==> src/rtl/register_read_stage_pkg.sv <==
// Shared types for the register-read stage: FSM state encoding and the
// {select, data} operand bundle.
package register_read_stage_pkg;

    localparam int unsigned RR_DATA_W = 32;
    localparam int unsigned RR_SEL_W  = 4;

    typedef enum logic [1:0] {
        IDLE  = 2'd0,
        FRESH = 2'd1,
        HELD  = 2'd2
    } StateRegRead;

    typedef struct packed {
        logic [RR_SEL_W-1:0]  sel;
        logic [RR_DATA_W-1:0] data;
    } operand_t;

endpackage

==> src/rtl/register_read_stage_operand_fwd.sv <==
// One operand lane: accept-time forward latch, stall hold register,
// FRESH/HELD source mux, same-cycle writeback bypass and r0 masking.
module reg_operand_fwd
    import register_read_stage_pkg::*;
#(
    parameter int unsigned DATA_WIDTH = 32,
    parameter int unsigned SEL_WIDTH  = 4
) (
    input  logic                  clk,
    input  logic                  rst_n,
    input  StateRegRead           state_i,
    input  logic                  accept_i,
    input  logic                  out_ready_i,
    input  logic [SEL_WIDTH-1:0]  in_sel_i,
    input  logic [SEL_WIDTH-1:0]  out_sel_i,
    input  logic [DATA_WIDTH-1:0] rf_data_i,
    input  logic                  wb_en_i,
    input  logic [SEL_WIDTH-1:0]  wb_sel_i,
    input  logic [DATA_WIDTH-1:0] wb_data_i,
    output logic [DATA_WIDTH-1:0] data_o
);

    function automatic logic wb_hit(input logic                 en,
                                    input logic [SEL_WIDTH-1:0] wsel,
                                    input logic [SEL_WIDTH-1:0] sel);
        return en && (wsel == sel) && (sel != '0);
    endfunction

    logic                  fwd_q, fwd_d;
    logic [DATA_WIDTH-1:0] fwd_data_q, fwd_data_d;
    logic [DATA_WIDTH-1:0] hold_q, hold_d;
    logic [DATA_WIDTH-1:0] base;

    // The register file returns the pre-write value when read and written
    // in the same cycle, so that write is captured here at accept time.
    always_comb begin
        fwd_d      = fwd_q;
        fwd_data_d = fwd_data_q;
        if (accept_i) begin
            fwd_d      = wb_hit(wb_en_i, wb_sel_i, in_sel_i);
            fwd_data_d = wb_data_i;
        end
    end

    always_comb begin
        base = '0;
        case (state_i)
            FRESH:   base = fwd_q ? fwd_data_q : rf_data_i;
            HELD:    base = hold_q;
            default: base = '0;
        endcase
        data_o = base;
        if (state_i == IDLE || out_sel_i == '0) begin
            data_o = '0;
        end else if (wb_hit(wb_en_i, wb_sel_i, out_sel_i)) begin
            data_o = wb_data_i;
        end
    end

    // While stalled the presented value already includes any bypassed write,
    // so capturing it keeps the hold register architecturally current.
    always_comb begin
        hold_d = hold_q;
        if (state_i != IDLE && !out_ready_i) begin
            hold_d = data_o;
        end
    end

    always_ff @(posedge clk or negedge rst_n) begin
        if (!rst_n) begin
            fwd_q      <= 1'b0;
            fwd_data_q <= '0;
            hold_q     <= '0;
        end else begin
            fwd_q      <= fwd_d;
            fwd_data_q <= fwd_data_d;
            hold_q     <= hold_d;
        end
    end

endmodule

==> src/rtl/register_read_stage.sv <==
// Register-read pipeline stage between decode and execute: drives the
// register file read selects and presents resolved operands with valid/ready.
module register_read_stage
    import register_read_stage_pkg::*;
#(
    parameter int unsigned DATA_WIDTH    = 32,
    parameter int unsigned SEL_WIDTH     = 4,
    parameter int unsigned PAYLOAD_WIDTH = 32
) (
    input  logic                     clk,
    input  logic                     rst_n,
    input  logic                     in_valid,
    output logic                     in_ready,
    input  logic [SEL_WIDTH-1:0]     in_sel_ra,
    input  logic [SEL_WIDTH-1:0]     in_sel_rb,
    input  logic [SEL_WIDTH-1:0]     in_sel_rc,
    input  logic [PAYLOAD_WIDTH-1:0] in_payload,
    output logic [SEL_WIDTH-1:0]     rf_read_sel_ra,
    output logic [SEL_WIDTH-1:0]     rf_read_sel_rb,
    output logic [SEL_WIDTH-1:0]     rf_read_sel_rc,
    input  logic [DATA_WIDTH-1:0]    rf_read_data_ra,
    input  logic [DATA_WIDTH-1:0]    rf_read_data_rb,
    input  logic [DATA_WIDTH-1:0]    rf_read_data_rc,
    input  logic                     wb_write_en,
    input  logic [SEL_WIDTH-1:0]     wb_write_sel,
    input  logic [DATA_WIDTH-1:0]    wb_write_data,
    output logic                     out_valid,
    input  logic                     out_ready,
    output logic [DATA_WIDTH-1:0]    out_data_ra,
    output logic [DATA_WIDTH-1:0]    out_data_rb,
    output logic [DATA_WIDTH-1:0]    out_data_rc,
    output logic [SEL_WIDTH-1:0]     out_sel_ra,
    output logic [SEL_WIDTH-1:0]     out_sel_rb,
    output logic [SEL_WIDTH-1:0]     out_sel_rc,
    output logic [PAYLOAD_WIDTH-1:0] out_payload
);

    StateRegRead              state_q, state_d;
    logic [SEL_WIDTH-1:0]     sel_ra_q, sel_ra_d;
    logic [SEL_WIDTH-1:0]     sel_rb_q, sel_rb_d;
    logic [SEL_WIDTH-1:0]     sel_rc_q, sel_rc_d;
    logic [PAYLOAD_WIDTH-1:0] payload_q, payload_d;
    logic                     accept;

    assign rf_read_sel_ra = in_sel_ra;
    assign rf_read_sel_rb = in_sel_rb;
    assign rf_read_sel_rc = in_sel_rc;

    always_comb begin
        in_ready  = (state_q == IDLE) || out_ready;
        out_valid = (state_q != IDLE);
        accept    = in_valid && in_ready;
        state_d   = state_q;
        sel_ra_d  = sel_ra_q;
        sel_rb_d  = sel_rb_q;
        sel_rc_d  = sel_rc_q;
        payload_d = payload_q;
        if (state_q == IDLE || out_ready) begin
            state_d = accept ? FRESH : IDLE;
        end else begin
            state_d = HELD;
        end
        if (accept) begin
            sel_ra_d  = in_sel_ra;
            sel_rb_d  = in_sel_rb;
            sel_rc_d  = in_sel_rc;
            payload_d = in_payload;
        end
    end

    always_ff @(posedge clk or negedge rst_n) begin
        if (!rst_n) begin
            state_q   <= IDLE;
            sel_ra_q  <= '0;
            sel_rb_q  <= '0;
            sel_rc_q  <= '0;
            payload_q <= '0;
        end else begin
            state_q   <= state_d;
            sel_ra_q  <= sel_ra_d;
            sel_rb_q  <= sel_rb_d;
            sel_rc_q  <= sel_rc_d;
            payload_q <= payload_d;
        end
    end

    assign out_sel_ra  = sel_ra_q;
    assign out_sel_rb  = sel_rb_q;
    assign out_sel_rc  = sel_rc_q;
    assign out_payload = payload_q;

    reg_operand_fwd #(.DATA_WIDTH(DATA_WIDTH), .SEL_WIDTH(SEL_WIDTH)) u_fwd_ra (
        .clk(clk), .rst_n(rst_n), .state_i(state_q), .accept_i(accept),
        .out_ready_i(out_ready), .in_sel_i(in_sel_ra), .out_sel_i(sel_ra_q),
        .rf_data_i(rf_read_data_ra), .wb_en_i(wb_write_en), .wb_sel_i(wb_write_sel),
        .wb_data_i(wb_write_data), .data_o(out_data_ra)
    );

    reg_operand_fwd #(.DATA_WIDTH(DATA_WIDTH), .SEL_WIDTH(SEL_WIDTH)) u_fwd_rb (
        .clk(clk), .rst_n(rst_n), .state_i(state_q), .accept_i(accept),
        .out_ready_i(out_ready), .in_sel_i(in_sel_rb), .out_sel_i(sel_rb_q),
        .rf_data_i(rf_read_data_rb), .wb_en_i(wb_write_en), .wb_sel_i(wb_write_sel),
        .wb_data_i(wb_write_data), .data_o(out_data_rb)
    );

    reg_operand_fwd #(.DATA_WIDTH(DATA_WIDTH), .SEL_WIDTH(SEL_WIDTH)) u_fwd_rc (
        .clk(clk), .rst_n(rst_n), .state_i(state_q), .accept_i(accept),
        .out_ready_i(out_ready), .in_sel_i(in_sel_rc), .out_sel_i(sel_rc_q),
        .rf_data_i(rf_read_data_rc), .wb_en_i(wb_write_en), .wb_sel_i(wb_write_sel),
        .wb_data_i(wb_write_data), .data_o(out_data_rc)
    );

endmodule

==> config.mk <==
export PLATFORM = sky130hd
export DESIGN_NAME = register_read_stage
export DESIGN_NICKNAME = d
export VERILOG_FILES = /design/src/rtl/register_read_stage_pkg.sv /design/src/rtl/register_read_stage_operand_fwd.sv /design/src/rtl/register_read_stage.sv
export SDC_FILE = /design/constraint.sdc
export NUM_CORES = 1
export LEC_CHECK = 0
export ABC_AREA = 1
export CAP_MARGIN = 20
export CORE_ASPECT_RATIO = 0.9
export CORE_UTILIZATION = 25
export DETAILED_ROUTE_END_ITERATION = 16
export PLACE_DENSITY_LB_ADDON = 0.12
export SLEW_MARGIN = 0
export SYNTH_ARGS = -nofsm -noshare
export SYNTH_HDL_FRONTEND = slang
export SYNTH_HIERARCHICAL = 1
export SYNTH_SLANG_ARGS = --single-unit
==> constraint.sdc <==
create_clock -name clk -period 5.6 [get_ports clk]
set_clock_uncertainty 0.1 [all_clocks]
set_input_delay 1.12 -clock clk [delete_from_list [all_inputs] [get_ports clk]]
set_output_delay 1.12 -clock clk [all_outputs]
set_load 0.03 [all_outputs]
* Word level (Yosys, flattened, before mapping)
Cells that the tools add are included.
** Cells by class
- Add/subtract/negate cells :: 0
- Multipliers :: 0
- Reduce and logical (&&, ||, !) cells :: 30
- Eq/ne operators :: 8
- Bitwise logic cells :: 0
- Order comparisons :: 0
- Muxes and demuxes :: 14
- Shifts and indexed selects :: 0
- Divide/modulo/power cells :: 0
** Operators by type and width (number)
- $mux W32 :: 9
- $pmux W32 S2 :: 3
- $eq A4 B4 Y1 :: 6
- $reduce_bool A4 Y1 :: 6
- $logic_and A1 B1 Y1 :: 14
- $logic_not A4 Y1 :: 3
- $logic_or A1 B1 Y1 :: 4
- $eq A2 B1 Y1 const B :: 1
- $eq A2 B2 Y1 const B :: 1
- $logic_not A2 Y1 :: 1
- $mux W2 :: 1
- $reduce_bool A2 Y1 :: 1
- $logic_not A1 Y1 :: 1
- $mux W1 :: 1
** Word-level totals
- Latch bits :: 0
- Memories kept :: 0
- Bits in writable memories :: 0
- Bits in registers :: 177
- Logic and storage cells :: 64
- Output and inout port bits :: 154
- Bits of input ports :: 181
- Bits in read-only memories :: 0

* Logic depth before layout (Yosys ltp)
- Word-level depth :: 5
- Mapped depth :: 11
- Gate-level depth less buffers :: 10

* By module
The synthesis kept the hierarchy.
** Modules (own cells, without submodules)
- reg_operand_fwd :: area each 4405.5 um^2, cells each 673, instances 3
- register_read_stage :: area each 1995.7 um^2, cells each 212, instances 1

* Worst setup path after synthesis
No wires, ideal clock.
- Path kind :: input to output
- Start point :: input wb_write_sel[1]
- End point :: output out_data_ra[10]
- Required time :: 4.380 ns
- Stages :: 7
- Data arrival time :: 2.219 ns
- Slack :: 2.161 ns
- Path through :: inv_2 -> nand2_1 -> nand2_1 -> nor2_4 -> buf_4 -> nand4_1 -> a21oi_1
** Between the ends
- Cells in the longest elaborated chain, start to end :: 5
** RTL lines
- from (decl) :: line register_read_stage.sv:25 : input logic [SEL_WIDTH-1:0] wb_write_sel,
- $eq A4 B4 Y1 :: line register_read_stage_operand_fwd.sv:26 : return en && (wsel == sel) && (sel != '0);
- $logic_and A1 B1 Y1 (2 in a row) :: line register_read_stage_operand_fwd.sv:26
- $mux W32 :: line register_read_stage_operand_fwd.sv:55 : end else if (wb_hit(wb_en_i, wb_sel_i, out_sel_i)) begin
- $mux W32 :: line register_read_stage_operand_fwd.sv:53 : if (state_i == IDLE || out_sel_i == '0) begin
- to (decl) :: line register_read_stage.sv:29 : output logic [DATA_WIDTH-1:0] out_data_ra,
Every way passes these cells.

* Worst setup path after layout
- Start point :: input wb_write_sel[0]
- End point :: output out_data_rb[0]
** Between the ends
- Cells in the longest elaborated chain, start to end :: 5
** RTL lines
- $eq A4 B4 Y1 :: line register_read_stage_operand_fwd.sv:26
- $logic_and A1 B1 Y1 (2 in a row) :: line register_read_stage_operand_fwd.sv:26
- $mux W32 :: line register_read_stage_operand_fwd.sv:55
- $mux W32 :: line register_read_stage_operand_fwd.sv:53
- to (decl) :: line register_read_stage.sv:30 : output logic [DATA_WIDTH-1:0] out_data_rb,
Every way passes these cells.

==> run metrics <==
status=complete, no violations; commonest non-fill, non-tap cell in the layout=nand2_1; Antenna Nets Post-Route=0; Tmin final=about 4.9 ns; DRT iter0 DRCs=about 1.3k; num ports=335; Max stage delay on crit path=0.71 ns; Reg-to-Reg Start=state_q[0]; headroom to the max-slew limit=28.6%; CTS tree=built; Synth area leaders=dfrtp_1 (40%), nand2_1 (20%), nand3_1 (7.6%); Synth Warn #=6; clk_lat worst skew=0.59 ns; delay-heaviest family, CP=simple AND/OR/NAND/NOR gates; # H-tree levels=1; RSZ-0062 raised after global routing=no; initial core utilization=25.4%; TNS Setup=0 ns; Hold-fix buffers, CTS=0; static leakage=9.78 nW; Critical R2R Capture=u_fwd_rc/hold_q[19]; Num CTS Buffers=30; Hold Vio Cnt, Final=0; Post-Synthesis Cells=2231; final slew viol count=0; Post-Syn Area=15200 um^2; GRT Util Overall=22.0%; CP dominant cell by count=nand2_1; CP Max Fanout=32; Area after DPL=18800 um^2; Hold Crit Class=reg2reg; routed vias=about 16k; number of synthesized flops with an enable pin=0; max-cap violations=0; Via density=4.82; share of the synthesized area in the top cell type=39.6%; share of layout cells above drive strength 1=between 10% and 20%; min-delay src=out_payload[11]; Final #Nets=2663; n_diodes=0; worst path cell trace=clkdlybuf4s50_1 -> inv_2 -> nand2_1 -> nand2_1 -> nor2_4 -> nand3_4 -> nand2_1 -> a21oi_1 -> buf_4; dpl hpwl=~47000 um; clock sink count=241; Design Area, Final=19700 um^2; crit path DAT=3.64 ns; clock buffer depth=3; vias in the first global route=15.8k; worst path required time=4.38 ns; fmax=0.206 GHz; Die Area=~62000 um^2; Setup Crit Path Kind=in2out; setup bufs post-CTS=0; Yosys cell types=25; area of the multi-input gates=7370 um^2; critical path's slowest cell=clkdlybuf4s50_1; CP Launch Type=input pin; commonest cells after routing, fill and taps aside=nand2_1 (809), dfrtp_1 (241), clkdlybuf4s50_1 (236); sequential cell area=6030 um^2; Routed WL=68600 um; core area=between 50000 and 60000 um^2; Remaining DRCs=0; I/O Buffers=334; WHS Path Cells=2; syn_area_per_cell=6.82 um^2; global placer's final weighted congestion=between 0.8 and 0.9; sequential element share of the synthesized area=between 30 and 40%; row cnt=85; Synth area leader=dfrtp_1; Post-Synthesis Net Count=2421; R2R setup slack=2.52 ns; Root Driver=clkbuf_16; worst path bufs/invs=3; area grow syn2layout=29.8%; GRT Residual Overflow=0; CTS-repair resized insts=0; Max VDD drop=0.178 mV; Routed wire per std cell=20.9 um; Async SR Flop Fraction=100%; drt first pass iters=7; Clk pin slew, worst setup/hold paths=0.06 ns; hold path endpoint=out_payload[11]; layout filler cell count=6518; CP Capture Type=output port; register bit total from synthesis=241; FF-to-FF path depth=9; Die Wd=262 um; period utilization=86.8%; Power Dens Cells=283 nW/um^2; largest net degree at the start of global routing=149; DIE HEIGHT=236 um; initial antenna violation count=0; worst slew pin tran=1.07 ns; first-pass GRT wire length=103000 um; Synth Flop Type=dfrtp_1; Final setup viols=0
-- power breakdown --
group          total [W]  internal [W]  switching (W)
combinational    0.00160      0.000494        0.00111
sequential       0.00201       0.00193      0.0000885
clock            0.00197       0.00116       0.000810
total            0.00559       0.00358        0.00201
-- layout make-up --
type	count	area share (%)
Timing Repair Buffer	377	17.6
Clock inverter	6	0.279
Tap cell	783	4.96
Sequential cell	241	30.5
Clock buffer	46	4.67
Inverter	242	4.63
Multi-Input combinational cell	1581	37.4
-- layer usage --
metal	part of all wire, %	vias to the layer above	wire length [um]	global-route usage (%)
li1	-	7592	-	-
met1	47	7595	32100	31.2
met2	46	525	31700	35.8
met3	5.2	68	3570	2.53
met4	1.7	0	1180	4.15
met5	0	-	0	0
-- synthesized netlist by cell type, types with 6 or more instances --
cell and instances:
buf_1 9, buf_4 31, xor2_1 6, ha_1 9, nand3_1 231, nor2_1 18, nand2_1 809, buf_2 47
inv_2 12, o21ai_0 99, nand2_2 94, dfrtp_1 241, buf_6 16, nor2_4 6, nand4_1 96, a21oi_1 192
nand3_2 8, inv_1 230, clkbuf_1 63
-- worst register-to-register path, cell delays in order, from the launching register on --
cell     delay, ns
dfrtp_1       0.55
inv_1         0.12
ha_1          0.26
inv_1         0.07
nand2_1       0.40
buf_4         0.42
inv_1         0.47
buf_4         0.38
nand3_1       0.14
nand2_1       0.08
-- flip-flops by register name (all words and copies together) (netlist names) --
name	count
u_fwd_rc/hold_q	32
u_fwd_ra/fwd_data_q	32
u_fwd_rb/hold_q	32
u_fwd_ra/fwd_q	1
out_sel_rc	4
out_payload	32
out_sel_rb	4
u_fwd_rc/fwd_data_q	32
state_q	2
out_sel_ra	4
u_fwd_ra/hold_q	32
u_fwd_rb/fwd_data_q	32
u_fwd_rb/fwd_q	1
u_fwd_rc/fwd_q	1
-- worst max path at each step --
stage	startpoint	endpoint	slack, ns	cells past startpoint
detailed placement	wb_write_sel[0]	out_data_rb[19]	0.73	9
finish	wb_write_sel[0]	out_data_rb[0]	0.74	9
global route	wb_write_sel[0]	out_data_rb[0]	0.55	9
floorplan	wb_write_sel[1]	out_data_ra[10]	2.16	7
global placement	wb_write_sel[0]	out_data_rb[0]	0.73	9
CTS	wb_write_sel[0]	out_data_rb[31]	0.73	9
-- through the flow --
| step | hold WS [ns] | utilization [%] | setup WS [ns] | total power [W] | instances |
|---|---|---|---|---|---|
| global placement | 0.355 | 31.2 | 0.727 | 0.00364 | 3222 |
| CTS | 0.374 | 32.9 | 0.728 | 0.00568 | 3276 |
| finish | 0.369 | 32.9 | 0.738 | 0.00559 | 3276 |
| floorplan | 0.349 | - | 2.16 | 0.00294 | 2231 |
| detailed placement | 0.358 | 31.3 | 0.729 | 0.00365 | 3224 |
| global route | 0.392 | 32.9 | 0.548 | 0.00589 | 3276 |
-- kinds of logic after synthesis --
logic type,after synthesis,synth area share (%)
AND/OR/NAND/NOR,1265,37.1
AO/OA/AOI/OAI,301,10.0
adder cells (fa/ha/maj),9,0.740
XOR/XNOR,6,0.345
buffers and inverters,409,12.1
flip-flops,241,39.6
Note: power is estimated with default switching activity, not from simulation.
